--- config.mk ---
export PLATFORM = sky130hd
export DESIGN_NAME = count_event_capture
export DESIGN_NICKNAME = d
export VERILOG_FILES = /design/src/rtl/count_event_capture.sv
export SDC_FILE = /design/constraint.sdc
export NUM_CORES = 1
export LEC_CHECK = 0
export ABC_CLOCK_PERIOD_IN_PS = 5000
export CAP_MARGIN = 20
export CORE_ASPECT_RATIO = 1.75
export CORE_UTILIZATION = 51
export CTS_CLUSTER_SIZE = 40
export DETAILED_ROUTE_END_ITERATION = 10
export PLACE_DENSITY = 0.77
export SYNTH_ARGS = -nofsm -noshare
export SYNTH_HDL_FRONTEND = slang
export SYNTH_SLANG_ARGS = --single-unit
--- constraint.sdc ---
create_clock -name clk -period 5 [get_ports clk]
set_clock_uncertainty 0.05 [all_clocks]
set_input_delay 1.25 -clock clk [delete_from_list [all_inputs] [get_ports clk]]
set_output_delay 1.25 -clock clk [all_outputs]
set_load 0.05 [all_outputs]
--- src/rtl/count_event_capture.sv ---
// Compare-and-capture stage for the free-running count bus: matches feed a small FIFO drained over valid/ready.
// Optional build macro EVT_SEQ_TAG_EN adds an 8-bit per-match sequence tag (evt_seq) stored with each entry.
module count_event_capture #(
   parameter int unsigned DEPTH = 4,
   parameter int unsigned AW    = 2
) (
   input  logic          clk,
   input  logic          reset,
   input  logic [31:0]   count,
   input  logic          arm,
   input  logic          disarm,
   input  logic [31:0]   cmp_init,
   input  logic [31:0]   period,
   input  logic          clear_ovf,
   output logic          armed,
   output logic          evt_valid,
   output logic [31:0]   evt_data,
   input  logic          evt_ready,
   output logic          overflow,
   output logic [AW:0]   fifo_level
`ifdef EVT_SEQ_TAG_EN
   ,
   output logic [7:0]    evt_seq
`endif
);

   localparam int unsigned DW = 32;
   localparam int unsigned PW = AW + 1;

   typedef enum logic {IDLE, ARMED} state_t;

   state_t        state;
   logic [DW-1:0] cmp_reg;
   logic [DW-1:0] per_reg;
   logic [DW-1:0] mem [DEPTH];
   logic [PW-1:0] wr_ptr;
   logic [PW-1:0] rd_ptr;

   logic          match;
   logic          full;
   logic          pop;
   logic          push;
   logic          ovf_set;
   logic          head_bypass;
   logic [PW-1:0] next_wr;
   logic [PW-1:0] next_rd;

   // Match, FIFO handshake and next-pointer decode
   always_comb begin
      match       = (state == ARMED) && (count == cmp_reg);
      full        = (wr_ptr[AW] != rd_ptr[AW]) && (wr_ptr[AW-1:0] == rd_ptr[AW-1:0]);
      pop         = evt_valid && evt_ready;
      push        = match && (!full || pop);
      ovf_set     = match && full && !pop;
      next_wr     = wr_ptr + PW'(push);
      next_rd     = rd_ptr + PW'(pop);
      // a push landing on the new head slot must be forwarded, the memory is not yet written
      head_bypass = push && (wr_ptr == next_rd);
   end

   // Arm/disarm control; a match uses the compare point in force this cycle
   always_ff @(posedge clk) begin
      if (reset) begin
         state   <= IDLE;
         armed   <= 1'b0;
         cmp_reg <= '0;
         per_reg <= '0;
      end else begin
         case (state)
            IDLE: begin
               if (arm) begin
                  state   <= ARMED;
                  armed   <= 1'b1;
                  cmp_reg <= cmp_init;
                  per_reg <= period;
               end
            end
            ARMED: begin
               if (arm) begin
                  cmp_reg <= cmp_init;
                  per_reg <= period;
               end else if (disarm) begin
                  state <= IDLE;
                  armed <= 1'b0;
               end else if (match) begin
                  cmp_reg <= cmp_reg + per_reg;
                  if (per_reg == '0) begin
                     state <= IDLE;
                     armed <= 1'b0;
                  end
               end
            end
            default: begin
               state <= IDLE;
               armed <= 1'b0;
            end
         endcase
      end
   end

   // Pointers, occupancy, head register and sticky overflow
   always_ff @(posedge clk) begin
      if (reset) begin
         wr_ptr     <= '0;
         rd_ptr     <= '0;
         evt_valid  <= 1'b0;
         evt_data   <= '0;
         fifo_level <= '0;
         overflow   <= 1'b0;
      end else begin
         wr_ptr     <= next_wr;
         rd_ptr     <= next_rd;
         evt_valid  <= (next_wr != next_rd);
         fifo_level <= next_wr - next_rd;
         if (next_wr != next_rd)
            evt_data <= head_bypass ? count : mem[next_rd[AW-1:0]];
         if (ovf_set)
            overflow <= 1'b1;
         else if (clear_ovf)
            overflow <= 1'b0;
      end
   end

   always_ff @(posedge clk) begin
      if (push)
         mem[wr_ptr[AW-1:0]] <= count;
   end

`ifdef EVT_SEQ_TAG_EN
   logic [7:0] seq_cnt;
   logic [7:0] tag_mem [DEPTH];

   // Tag advances on every match, dropped or not, so gaps reveal losses
   always_ff @(posedge clk) begin
      if (reset) begin
         seq_cnt <= '0;
         evt_seq <= '0;
      end else begin
         if (match)
            seq_cnt <= seq_cnt + 8'd1;
         if (next_wr != next_rd)
            evt_seq <= head_bypass ? seq_cnt : tag_mem[next_rd[AW-1:0]];
      end
   end

   always_ff @(posedge clk) begin
      if (push)
         tag_mem[wr_ptr[AW-1:0]] <= seq_cnt;
   end
`endif

endmodule

==> run metrics, run 1 <==
reg2reg start=wr_ptr[1]; total number of yosys warnings=0; DIE HEIGHT=around 200 um; most common cell after layout, fill and taps aside=clkdlybuf4s50_1; clock sinks=approximately 240; share of layout cells above drive strength 1=0.113; FF+latch count, synth=about 240; dpl ws=0.151 ns; routed via count=8236; core box area=around 22000 um2; vias per cell=roughly 5.8; maximum clock rate=224 MHz; RSZ-0062 raised after global routing=no; Mapped Cells=a little under 1000; Setup TNS=0 ns; first-pass GRT wire length=about 44 mm; PwrDens=roughly 320 nW/um2; register area share after synthesis=0.523; H-tree levels=1; GRT Util Overall=0.250; CTS tree=done; min Tclk post-route=about 4.5 ns; Tcrit/Tclk final=0.893; Cell Rows=72; Avg WL per Cell=20.0 um; worst hold start=evt_data[15]; hold path cells=2; Die Span X=116 um; max-cap viol count=0; Starting Density=0.520; path depth of the worst reg2reg path=12; met2 Usage GRT=0.456; Post-DRT Antenna Nets=0; DRC=0; cts repair resizes=0; Clock Latency Late Sink=around 0.51 ns; CP Capture Point=evt_data[23]; EDFF count, synth=128; Worst setup SP type=primary input; Boundary Pins=140; cts hold-fix bufs=0; clk buf depth=3; post-synth cell types=66; Worst Max-Slew Pin Slew=approximately 0.77 ns; port bufs=139; GP Congestion=~0.91; GR Util met1=0.277; area of the mapped netlist=roughly 12000 um2; layout net count=1245; post-synthesis async set-or-reset flop share=0; Final Hold Vio Count=0; vias in the first global route=roughly 8300; Critical Path RT=~5.4 ns; r2r setup slk=~1.4 ns; global routing met3 resource utilization=0.0236; CTS root buf=clkbuf_16; Syn Area/Cell=between 10 and 15 um2; Final Max Tran Viols=0; RR Endpoint=evt_data[23]; Setup violations, final=0; GR peak layer=met2; Num CTS Buffers=23; max FFs per register=128; final worst slack=roughly 0.53 ns; DRT iter0 DRCs=roughly 400; critical path arrival=4.82 ns; syn_nets=roughly 1100; ys flop type=edfxtp_1; Worst Hold Class=flop to flop; DRT Wirelength=between 20 and 30 mm; area grow syn2layout=22.4%; initial antenna violation count=1; CP startpoint=count[6]; drt first pass iters=5; largest net degree at the start of global routing=46; Lkg Pwr=around 5.0 nW; VDD IR-drop max=around 0.00023 V; Slew headroom=0.480; Post-CTS Setup Inserts=0; DPL Wire Length=20.7 mm; CP Class=primary input to flop; Clk pin slew, worst setup/hold paths=approximately 0.06 ns; status=finished, final reports clean; full die area=between 20000 and 25000 um2; CP Capture Type=flop; grt ovf=0; most frequent cells in the layout=clkdlybuf4s50_1, edfxtp_1, nor2_1; critical path peak fanout=30
per-stage QoR:
| stage | util | total power [mW] | cells | area, um2 | hold slack (ns) |
|---|---|---|---|---|---|
| finish | 0.636 | 4.56 | 1416 | 14100 | 0.444 |
| floorplan | - | 2.49 | 977 | 11500 | 0.438 |
| CTS | 0.636 | 4.59 | 1415 | 14100 | 0.449 |
| global placement | 0.599 | 2.69 | 1373 | 13300 | 0.435 |
| detailed placement | 0.599 | 2.69 | 1373 | 13300 | 0.440 |
| global route | 0.636 | 4.71 | 1416 | 14100 | 0.463 |
power breakdown:
group / internal (mW) / switching, mW / total, mW
Combinational: 0.237 / 0.275 / 0.511
Sequential: 2.09 / 0.0542 / 2.14
Clock: 1.16 / 0.745 / 1.90
metal layers:
| metal | wire [um] | vias to the layer above |
|---|---|---|
| met4 | 1580 | 0 |
| li1 | - | 3931 |
| met3 | 1110 | 76 |
| met2 | 15100 | 246 |
| met5 | 0 | - |
| met1 | 10500 | 3983 |
final cells by class:
cell class / instances / area, um2
fillers: 1775 / 8060
flip-flops and latches: 237 / 6030
multi-input cells: 666 / 5210
repair buffers: 160 / 1600
clock buffers: 25 / 583
well taps: 296 / 370
clock inverters: 17 / 246
inverters: 14 / 52.6
diodes: 1 / 2.50
Yosys cell counts (3+ instances only):
library cell	number	share of area
nand2_1	63	0.021
o311a_1	3	0.0026
or3_1	5	0.0027
xnor2_1	49	0.037
o21ai_1	3	0.0013
nor2b_1	8	0.0043
mux2i_1	69	0.060
nor4_1	10	0.0054
a31oi_1	14	0.0076
mux4_2	32	0.063
o21a_1	4	0.0026
o31ai_1	4	0.0026
a211oi_2	5	0.0054
a221oi_1	3	0.0023
o221ai_1	3	0.0023
ha_1	39	0.042
o21ai_0	17	0.0074
clkbuf_1	48	0.016
nand4_1	19	0.010
dfxtp_1	109	0.19
a21oi_1	36	0.016
nand3_1	15	0.0065
nor2_1	125	0.041
a21o_1	17	0.011
nor3_1	13	0.0056
a211oi_1	33	0.022
and2_1	5	0.0027
and3_1	5	0.0027
inv_1	14	0.0046
a311oi_2	16	0.021
buf_4	7	0.0046
edfxtp_1	128	0.33
xor2_1	11	0.0084
how the worst min path moves through the flow:
stage               slack [ns]           end
global route              0.46  evt_data[24]
floorplan                 0.44    per_reg[0]
detailed placement        0.44  evt_data[24]
CTS                       0.45  evt_data[24]
finish                    0.44  evt_data[15]
global placement          0.43  evt_data[13]
worst max-delay path, stage by stage:
cell and delay (ns):
clkdlybuf4s50_1 0.50, xnor2_1 0.38, nand4_1 0.16, nor4_2 0.37, nand3_1 0.16, or3_1 0.45, inv_1 0.14, ha_1 0.16
ha_1 0.24, ha_1 0.33, nand3_2 0.14, buf_12 0.19, nor2_1 0.08, a211oi_1 0.26
cell families after synthesis:
kind of cell	Yosys count	synth area share
DFF	237	0.523
xor gates and xnor gates	60	0.0456
and+or+nand+nor	278	0.110
AOI/OAI and AO/OA	186	0.125
muxes	101	0.123
buffers and inverters	74	0.0279
adders and majority gates	41	0.0458
No activity file was read; power rests on OpenSTA's default activity.
==> run 2: changes to the inputs <==
--- a/config.mk
+++ b/config.mk
@@ -9,7 +9,7 @@
 export CAP_MARGIN = 20
 export CORE_ASPECT_RATIO = 1.75
 export CORE_UTILIZATION = 51
-export CTS_CLUSTER_SIZE = 40
+export CTS_CLUSTER_SIZE = 16
 export DETAILED_ROUTE_END_ITERATION = 10
 export PLACE_DENSITY = 0.77
 export SYNTH_ARGS = -nofsm -noshare
==> run 2 against run 1 <==
Largest cell class unchanged; routed wire length barely moved; critical path depth did not move; sequential share of layout area did not move; design area did not move; combinational power hardly changed; via count rose by 0.23%; hold slack hardly changed; total power barely moved; highest routed layer unchanged; critical path type unchanged; non-clock buffer count unchanged; utilization unchanged; largest power group unchanged.
==> run metrics, run 2 (synthesized netlist as in run 1, its figures left out) <==
reg2reg start=wr_ptr[1]; max FFs per register=128; hold path cells=2; RR Endpoint=evt_data[23]; worst hold start=evt_data[15]; vias in the first global route=8325; Worst Hold Class=flop to flop; clock sinks=237; DIE HEIGHT=between 200 and 250 um; routed via count=around 8300; area grow syn2layout=22.4%; first-pass GRT wire length=roughly 44 mm; Cell Rows=72; PwrDens=around 320 nW/um2; most common cell after layout, fill and taps aside=clkdlybuf4s50_1; Worst setup SP type=primary input; path depth of the worst reg2reg path=12; Starting Density=0.520; CTS root buf=clkbuf_16; Slew headroom=0.482; Clock Latency Late Sink=0.51 ns; maximum clock rate=~220 MHz; Tcrit/Tclk final=0.892; full die area=23200 um2; cts repair resizes=0; placed cells=1373; Critical Path RT=around 5.3 ns; Power Total=between 4 and 5 mW; critical path arrival=about 4.8 ns; Post-CTS Setup Inserts=0; Lkg Pwr=5.02 nW; Setup violations, final=0; H-tree levels=1; share of layout cells above drive strength 1=0.113; DRT Wirelength=between 20 and 30 mm; max-cap viol count=0; clk buf depth=3; Setup TNS=0 ns; Avg WL per Cell=about 20 um; CP Capture Type=flop; Clk pin slew, worst setup/hold paths=approximately 0.060 ns; Hold EP=evt_data[15]; Cell Area, Placed=~13000 um2; most frequent cells in the layout=clkdlybuf4s50_1, edfxtp_1, nor2_1; DPL Wire Length=between 20 and 25 mm; Num CTS Buffers=23; initial antenna violation count=1; Post-DRT Antenna Nets=0; GRT Util Overall=0.250; core box area=~22000 um2; Final Hold Vio Count=0; Cell Count, Final, Fillers Out=1416; DRT iter0 DRCs=388; port bufs=between 100 and 150; critical path peak fanout=30; RSZ-0062 raised after global routing=no; design area=about 14000 um2; CP Class=primary input to flop; min Tclk post-route=around 4.5 ns; DRC=0; VDD IR-drop max=around 0.00023 V; Boundary Pins=140; GP Congestion=0.914; fillers=1775; Die Span X=116 um; CTS tree=done; Final Max Tran Viols=0; layout net count=between 1000 and 1500; status=finished, final reports clean; r2r setup slk=1.44 ns; vias per cell=approximately 5.8; cts hold-fix bufs=0; Worst Max-Slew Pin Slew=0.772 ns; largest net degree at the start of global routing=between 40 and 50; grt ovf=0; drt first pass iters=5
run 2: cell counts in the layout (fill, tap and decap cells not counted):
No cell type changed its count.
run 2: metrics by stage:
stage	hold WS, ns	util	worst slack (ns)
after CTS	0.449	0.636	0.574
final	0.444	0.636	0.538
after floorplan	0.438	-	0.706
after global placement	0.435	0.599	0.281
after global routing	0.463	0.636	0.421
after detailed placement	0.440	0.599	0.151
run 2: power by group:
part           switching, mW  leakage (nW)  internal, mW
Sequential            0.0543          2.04          2.09
Clock                  0.746         0.397          1.16
Combinational          0.275          2.58         0.237
Total                   1.08          5.02          3.49
run 2: worst max-delay path by stage:
stage,from,endpoint,slack [ns],cells past startpoint
floorplan,count[13],mem[2][0],0.71,8
global placement,count[25],evt_data[9],0.28,14
detailed placement,count[6],evt_data[1],0.15,13
CTS,count[6],evt_data[23],0.57,14
global route,count[6],evt_data[23],0.42,14
finish,count[6],evt_data[23],0.54,14
run 2: layout make-up:
cell class,count,area [um2],area share
Tap cell,296,370,0.0263
Clock inverter,17,246,0.0175
Sequential cell,237,6030,0.427
Inverter,14,52.6,0.00373
Clock buffer,25,583,0.0414
Timing Repair Buffer,160,1600,0.114
Antenna cell,1,2.50,0.000178
Multi-Input combinational cell,666,5210,0.370
run 2: critical path, stage by stage:
cell             delay (ns)
clkdlybuf4s50_1        0.50
xnor2_1                0.37
nand4_1                0.16
nor4_2                 0.37
nand3_1                0.16
or3_1                  0.45
inv_1                  0.14
ha_1                   0.16
ha_1                   0.20
xor2_1                 0.36
nand3_2                0.20
buf_12                 0.21
nor2_1                 0.14
a211oi_1               0.08
run 2: per-layer routing:
metal,routed length (um),vias up,GRT usage,part of all wire
li1,-,3925,-,-
met1,10700,4018,0.277,0.38
met2,15000,231,0.456,0.53
met3,1020,81,0.0236,0.036
met4,1600,0,0.139,0.057
met5,0,-,0,0
==> patch: new RTL, config.mk and constraints of run 2 <==
The output `fifo_level` loses its register stage (`fifo_level` becomes a continuous assignment).
--- a/src/rtl/count_event_capture.sv
+++ b/src/rtl/count_event_capture.sv
@@ -106,5 +106,4 @@
          evt_valid  <= 1'b0;
          evt_data   <= '0;
-         fifo_level <= '0;
          overflow   <= 1'b0;
       end else begin
@@ -112,5 +111,4 @@
          rd_ptr     <= next_rd;
          evt_valid  <= (next_wr != next_rd);
-         fifo_level <= next_wr - next_rd;
          if (next_wr != next_rd)
             evt_data <= head_bypass ? count : mem[next_rd[AW-1:0]];
@@ -121,4 +119,6 @@
       end
    end
+
+   assign fifo_level = next_wr - next_rd;
 
    always_ff @(posedge clk) begin
Behaviour: not the same (Yosys sat finds a counterexample within 4 cycles, from zero or initial values and one cycle with reset high).
==> patch against run 2 <==
Total power shrank 4.5%; first-iteration DRC count grew 16%; register-to-register slack gained 150 ps; fmax shrank 9.9%; non-clock buffer count grew 35; hold slack gained 2.3 ps; sequential cell count shrank 3; area after synthesis shrank 1.8%; wire length grew 2.5%; design area grew 1.5%; combinational power grew 6.4%; global-route usage grew 1.2 points; setup slack lost 490 ps; critical path type is now primary input to output port; critical endpoint is now fifo_level[2]; highest routed layer unchanged.
==> patch: results (changes against run 2) <==
final.fill_count: 1630  # -8.2%
ir_drop_mv: 0.238  # +2.1%
fin_cells: 1439  # +1.6%
place.gp.congestion: 0.941  # +2.9%
grt_max_degree: 65  # +41%
rrSetupSlack_ps: 1590  # +150 ps
power.static_leakage_nw: 5.24  # +4.4%
drive_gt1_share_pct: 18.0  # +6.7 points
cts_buffers: 22  # -4.3%
syn_nets: 1110  # -0.89%
async_flop_share_pct: 0  # unchanged
antenna_found_initial: 0  # -1
seq_area_frac_synth_pct: 52.8  # +0.43 points
largest_reg_flops: 128  # unchanged
grt_pass1_vias: 8470  # +1.7%
synthTopCellsByCount: "edfxtp_1, nor2_1, dfxtp_1"
synth-edff-count: 128  # unchanged
grt_first_pass_wirelength_um: 44900  # +2.2%
via_count: 8366  # +1.3%
relSlewSlack_pct: 32.1  # -16 points
wl_um: 29000  # +2.5%
outcome: "complete, no violations"
synth_flop_cell: "edfxtp_1"
synth_area_leaders: "edfxtp_1, dfxtp_1, mux4_2, mux2i_1, ha_1"
first_iter_violations: 450  # +16%
antenna_cells: 0  # -1
num-nets-final: 1274  # +2.3%
crit_arrival_ps: 3650  # -1130 ps
synth.distinct_cells: 54  # -18%
==> patch: cells by family (layout without fill, tap and decap cells) <==
| kind of cell | after synthesis | count (layout) | share of synthesized area, % |
|---|---|---|---|
| compound gates | 177 | 177 | 11.0 |
| xor+xnor | 66 | 66 | 5.11 |
| fa+ha+maj | 41 | 41 | 4.67 |
| buf+inv | 70 | 250 | 2.68 |
| flops | 234 | 234 | 52.8 |
| mux | 102 | 102 | 12.6 |
| simple gates | 277 | 277 | 11.2 |
==> patch: layout make-up <==
cell class / count / share of cell area, %
clock inverter: 13 / 0.962
inverter: 15 / 0.411
timing repair buffer: 195 / 12.4
multi-input combinational: 663 / 37.9
tap: 292 / 2.55
sequential: 234 / 41.7
clock buffer: 27 / 4.13
==> patch: timing repair <==
item                       4_1_cts  5_1_grt
setup buffers                    3        0
setup endpoints to repair        3        2
gates resized for setup        122       40
pin swaps                       12       13
==> patch: layer usage <==
layer  up-vias  routed length (µm)  global-route usage (%)
met1      4063               10600                    29.1
li1       3942                   -                       -
met3        80                1340                    2.86
met4         0                1430                    14.1
met5         -                   0                       0
met2       281               15600                    48.1
==> patch: path summary, 6_finish.rpt <==
| path | startpoint | cells after the start | endpoint |
|---|---|---|---|
| hold / removal | evt_data[1] | 2 | evt_data[1] |
| setup reg to reg | per_reg[0] | 11 | cmp_reg[26] |
| hold reg to reg | evt_data[1] | 2 | evt_data[1] |
| setup / recovery | count[20] | 14 | fifo_level[2] |
==> patch: power breakdown <==
group	internal (W)	switching, W	leakage (nW)
sequential	0.00207	0.0000659	2.02
clock	0.000954	0.000725	0.341
combinational	0.000247	0.000299	2.88
==> patch: per-stage QoR <==
step	worst slack [ps]	util, %
after floorplan	-58.0	-
after global placement	-765	61.6
after detailed placement	-822	61.6
after CTS	1.45	66.1
after global routing	-21.6	66.3
final	48.5	66.3
==> patch: worst max-delay path, cell delays in order <==
cell and delay (ps):
dlygate4sd2_1 300, xor2_1 180, nor3_2 140, nand3_1 130
nor4_2 270, buf_4 180, nand2b_4 60, inv_4 60
ha_4 130, ha_4 130, inv_2 40, fa_2 400
xnor2_2 210, buf_12 160
